==> config.mk <==
export PLATFORM = sky130hd
export DESIGN_NAME = cache_controller
export DESIGN_NICKNAME = d
export VERILOG_FILES = /design/src/rtl/cache_controller.sv
export SDC_FILE = /design/constraint.sdc
export NUM_CORES = 1
export LEC_CHECK = 0
export ABC_AREA = 1
export CORE_MARGIN = 1
export CORE_UTILIZATION = 25
export DETAILED_ROUTE_END_ITERATION = 10
export PLACE_DENSITY = 0.6
export SYNTH_ARGS = -nofsm -noshare
export SYNTH_HDL_FRONTEND = slang
export SYNTH_SLANG_ARGS = --single-unit
==> constraint.sdc <==
create_clock -name clk -period 1.5 [get_ports clk]
set_input_delay 0.3 -clock clk [delete_from_list [all_inputs] [get_ports clk]]
set_output_delay 0.3 -clock clk [all_outputs]
set_load 0.01 [all_outputs]
==> src/rtl/cache_controller.sv <==
// cache_controller: miss-handling FSM for a 64-line direct-mapped write-back, write-allocate cache
module cache_controller #(
    parameter int ADDR_W = 16,
    parameter int CNT_W = 16
) (
    input  logic              clk,
    input  logic              reset,
    input  logic              cpu_rd,
    input  logic              cpu_wr,
    input  logic [ADDR_W-1:0] cpu_addr,
    input  logic [31:0]       cpu_wdata,
    output logic [31:0]       cpu_rdata,
    output logic              cpu_ready,
    output logic [ADDR_W-1:0] cache_addr,
    output logic [31:0]       cache_wdata,
    output logic              we_cache,
    output logic              set_valid,
    output logic              set_dirty,
    input  logic              cache_hit,
    input  logic              cache_valid,
    input  logic              cache_dirty,
    input  logic [ADDR_W-7:0] victim_tag,
    input  logic [31:0]       cache_rdata,
    output logic              mem_req,
    output logic              mem_we,
    output logic [ADDR_W-1:0] mem_addr,
    output logic [31:0]       mem_wdata,
    input  logic [31:0]       mem_rdata,
    input  logic              mem_ready,
    output logic [CNT_W-1:0]  hit_count,
    output logic [CNT_W-1:0]  miss_count,
    output logic [CNT_W-1:0]  wb_count
);
    typedef enum logic [1:0] {IDLE, COMPARE, WRITEBACK, REFILL} state_t;
    state_t state, state_n;
    logic [ADDR_W-1:0] req_addr;
    logic [31:0] req_wdata;
    logic req_wr, missed;
    logic accept, miss, done;
    assign accept = (state == IDLE) && (cpu_rd || cpu_wr) && !cpu_ready;
    assign miss = (state == COMPARE) && !cache_hit;
    assign done = (state == COMPARE) && cache_hit;
    always_comb begin
        state_n = state;
        cache_addr = req_addr;
        cache_wdata = '0;
        we_cache = 1'b0;
        set_valid = 1'b0;
        set_dirty = 1'b0;
        mem_req = 1'b0;
        mem_we = 1'b0;
        mem_addr = '0;
        mem_wdata = '0;
        case (state)
            IDLE: state_n = accept ? COMPARE : IDLE;
            COMPARE: begin
                if (cache_hit) begin
                    state_n = IDLE;
                    we_cache = req_wr && !reset;
                    cache_wdata = req_wr ? req_wdata : '0;
                    set_valid = req_wr;
                    set_dirty = req_wr;
                end else begin
                    state_n = (cache_valid && cache_dirty) ? WRITEBACK : REFILL;
                end
            end
            WRITEBACK: begin
                mem_req = 1'b1;
                mem_we = 1'b1;
                mem_addr = {victim_tag, req_addr[5:0]};
                mem_wdata = cache_rdata;
                state_n = mem_ready ? REFILL : WRITEBACK;
            end
            REFILL: begin
                mem_req = 1'b1;
                mem_addr = req_addr;
                if (mem_ready) begin
                    // a reset in this cycle abandons the refill without touching the array
                    we_cache = !reset;
                    cache_wdata = mem_rdata;
                    set_valid = 1'b1;
                    state_n = COMPARE;
                end
            end
            default: state_n = IDLE;
        endcase
    end
    always_ff @(posedge clk) begin
        if (reset) begin
            state <= IDLE;
            req_addr <= '0;
            req_wdata <= '0;
            req_wr <= 1'b0;
            missed <= 1'b0;
            cpu_ready <= 1'b0;
            cpu_rdata <= '0;
            hit_count <= '0;
            miss_count <= '0;
            wb_count <= '0;
        end else begin
            state <= state_n;
            cpu_ready <= done;
            cpu_rdata <= (done && !req_wr) ? cache_rdata : '0;
            if (accept) begin
                req_addr <= cpu_addr;
                req_wdata <= cpu_wdata;
                req_wr <= cpu_wr;
            end
            if (miss) missed <= 1'b1;
            else if (done) missed <= 1'b0;
            if (miss && !missed) miss_count <= miss_count + CNT_W'(1);
            if (miss && cache_valid && cache_dirty) wb_count <= wb_count + CNT_W'(1);
            if (done && !missed) hit_count <= hit_count + CNT_W'(1);
        end
    end
endmodule

* Word level (Yosys, flattened, before mapping) *
Cells that the tools add are included.

cells by class
  add/sub/neg operators = 3
  equality and inequality tests = 4
  muxes and demuxes = 23
  bitwise operators = 1
  reduce and logical (&&, ||, !) cells = 21

operators by type and width
  kind                   count
  $mux 32                4
  $pmux 32 s2            1
  $add 16x1->16 const B  3
  $pmux 16 s2            1
  $mux 1                 12
  $logic_and 1x1->1      11
  $pmux 2 s4             1
  $logic_not 1->1        5
  $eq 2x2->1 const B     2
  $mux 2                 2
  $pmux 1 s2             2
  $reduce_or 2->1        2
  $eq 2x1->1 const B     1
  $logic_not 2->1        1
  $ne 2x2->1 const B     1
  $reduce_bool 2->1      1
  $logic_or 1x1->1       1
  $not 1->1              1

word-level totals
  register bits after elaboration = 133
  input port bits = 130
  logic and storage cells = 62

* Logic depth before layout (Yosys ltp) *
  depth in word-level cells = 5
  gate-level depth with buffers = 9

* Worst setup path after synthesis *
OpenSTA, ideal clock, no wires.

  path kind = register -> output
  start = register with a tool-made name
  end = output cache_wdata[13]
  arrival = 1.242 ns
  data required time = 1.200 ns
  setup slack = -0.042 ns
  cell stages (with the launch flop) = 7
  cell sequence = dfxtp_1 > inv_2 > nand3_2 > nor2_2 > inv_2 > buf_2 > o22ai_1

RTL lines
  what           line  text
  end, declared  15    output logic [31:0] cache_wdata,

==> run metrics <==
hold_buf cts=0; final setup skew=~0.013 ns; Slew @ Worst Pin=roughly 0.32 ns; Setup Crit Path Kind=register to output port; Slowest Stage Delay on Critical Path=between 0.3 and 0.4 ns; Min Hold Slack=roughly 0.45 ns; post-place setup slack=-1.07 ns; Worst Hold Class=register to register; Synth Warn #=0; Pleak=between 5 and 6 nW; Syn Nets=between 1,000 and 1,500; post-detail-place hpwl=approximately 18 mm; die height=roughly 160 um; share of cells above drive strength 1=23.6%; Worst Hold End=req_wdata[31]; sequential area share after synthesis=about 44%; FP Rows=between 50 and 60; # Max-Cap Violations=0; drt first pass iters=4; max-slew violation count=0; clk root buf=clkbuf_16; dpl cells=1,585; Layout area overhead=78.6%; fin worst setup slack=-0.409 ns; Worst R2R Path Depth=8; ANT cells=0; core area=approximately 0.024 mm^2; clk sink count=roughly 130; Final Wtd Congestion=approximately 0.82; Synth Register Bits=~130; Post-Synthesis Cells=895; Crit path required time=~1.2 ns; Worst VDD drop=just over 500 uV; Worst Path Max Fanout=4; Post-route DRC=0; hold path depth=2; most frequent cells in the layout=inv_1, nor2_1, nand2_1, clkdlybuf4s50_1, dfxtp_1; grt ovf=0; io pins=approximately 310; Design Power=about 11 mW; violated checks=setup timing; Crit. End Element=output port; pwr dens=between 900 and 1000 mW/mm^2; DR WL/cell=14.1 um; critical-path cell list=inv_4 > nand3_4 > nor2_4 > buf_6 > clkinvlp_4 > o22ai_2 > buf_2; CTS tree=yes; IO buf count=311; share of the synthesized area in the top cell type=a little over two fifths; Clock Pin Slew Worst Setup and Hold Paths=0.06 ns; Final Hold Viols=0; first-pass GRT wire length=33.2 mm; startpoint types=register; RSZ-0062 raised after global routing=yes; mapped cell area=between 0.006 and 0.007 mm^2; Die Width=158 um; Slowest cell on crit path=dfxtp_4; TritonCTS Buffers=17; via-per-instance ratio=about 4.3; Clk Latency, worst-skew pair=between 0.4 and 0.5 ns; R2R Setup Slk=-0.17 ns; Max H-tree Level=4; vias in the first global route=a little over 6,000; CTS max path bufs=2; crit path DAT=between 1.5 and 2 ns; Tmin final=around 1.9 ns; Final TNS setup=-28.53 ns; largest cells by area after synthesis=dfxtp_1, inv_1, nor2_1; top cell type by total area after synthesis=dfxtp_1; initial antenna violation count=0; DRT iter0 DRCs=290; Die ar.=around 0.025 mm^2; leading cell type in the layout, fill and taps excluded=inv_1; routed via count=about 7,000; Distinct cells, synth=30; status=complete, but fails checks; crit share post-route=127%; Layout Cells excl Fill=about 1,600; DRT antenna net count=0; Max-Slew Margin vs Limit=around four fifths; Reg-to-Reg End=req_wdata[7]; largest net degree at the start of global routing=35; WL final=23.1 mm; Initial Util=between 20% and 30%; mean area per synthesized cell=6.83 um^2; fmax=roughly 520 MHz; GRT Total Usage=around 17%; final setup vio count=95; hold_sp=req_wdata[31]; layout net count=~1,400
cell type report:
| class | count | area (um^2) |
|---|---|---|
| clock buffer | 18 | 439 |
| timing repair buffer | 426 | 3750 |
| tap | 319 | 399 |
| clock inverter | 14 | 148 |
| multi-input combinational | 544 | 2810 |
| inverter | 180 | 688 |
| fill | 2412 | 12800 |
| timing repair inverter | 1 | 7.51 |
| sequential | 133 | 2680 |
critical path, delay by kind of cell (launching register included):
| family | cells | cell delay, ns |
|---|---|---|
| buf+inv | 4 | 0.47 |
| compound gates | 1 | 0.12 |
| simple gates | 2 | 0.27 |
| flops | 1 | 0.35 |
per-stage QoR:
step	utilization (%)	area [um^2]
global route	46.0	10900
global placement	43.2	10300
CTS	44.5	10600
floorplan	-	6110
detailed placement	43.2	10300
finish	46.0	10900
registers in the layout, indices dropped and copies added, names as in the netlist, named ones only:
register    flops
missed          1
cache_addr     16
cpu_rdata      32
cpu_ready       1
req_wr          1
miss_count     16
state           1
hit_count      16
wb_count       16
req_wdata      32
metal layers:
layer  share of wire (%)  track usage, %
met5                   0               0
met4                 1.4            4.62
met3                 5.8            4.14
met2                  49            29.9
met1                  43            21.7
report_power, final:
part / total (mW) / switching (mW) / internal [mW]
clock network: 4.15 / 1.64 / 2.51
logic: 2.47 / 1.22 / 1.24
registers: 3.92 / 0.107 / 3.81
total: 10.5 / 2.97 / 7.56
repair_timing:
item | 4_1_cts | 5_1_grt
resized for setup | 480 | 86
endpoints found under the setup margin | 206 | 127
cloned | 3 | 3
pin swaps | 1 | 12
setup buffers | 5 | 10
hold endpoints to repair | 0 | 0
synthesized netlist by cell type:
master and n:
and3_1 1, a21oi_1 64, nand3_4 3, o21bai_1 5, dfxtp_1 133, nor2_4 4
nand3_2 3, nand3_1 20, buf_6 4, or2_1 1, o21ai_0 49, xnor2_1 1
nand3b_1 2, xor2_1 2, a211oi_1 1, nor2_2 6, nor3_1 8, nand2_1 137
buf_2 17, inv_1 174, clkbuf_1 12, ha_1 3, o22ai_1 32, buf_4 4
nand4_1 16, clkbuf_2 1, nor2_1 161, nor2_8 1, inv_2 6, o21ai_1 24
kinds of logic after synthesis:
logic type      share of synthesized area, %
compound gates                          15.2
fa+ha+maj                              0.614
simple gates                            25.7
buf+inv                                 14.5
flops                                   43.5
xor+xnor                               0.430
worst max-delay path by stage:
stage / cells past startpoint / endpoint / startpoint / slack (ns)
floorplan: 6 / cache_wdata[13] / register / -0.04
global placement: 7 / we_cache / cache_hit / -1.03
detailed placement: 7 / we_cache / cache_hit / -1.07
CTS: 7 / cache_wdata[15] / register / -0.45
global route: 7 / cache_wdata[23] / register / -0.53
finish: 7 / cache_wdata[1] / register / -0.41
Power figures use the tool's default switching activity.
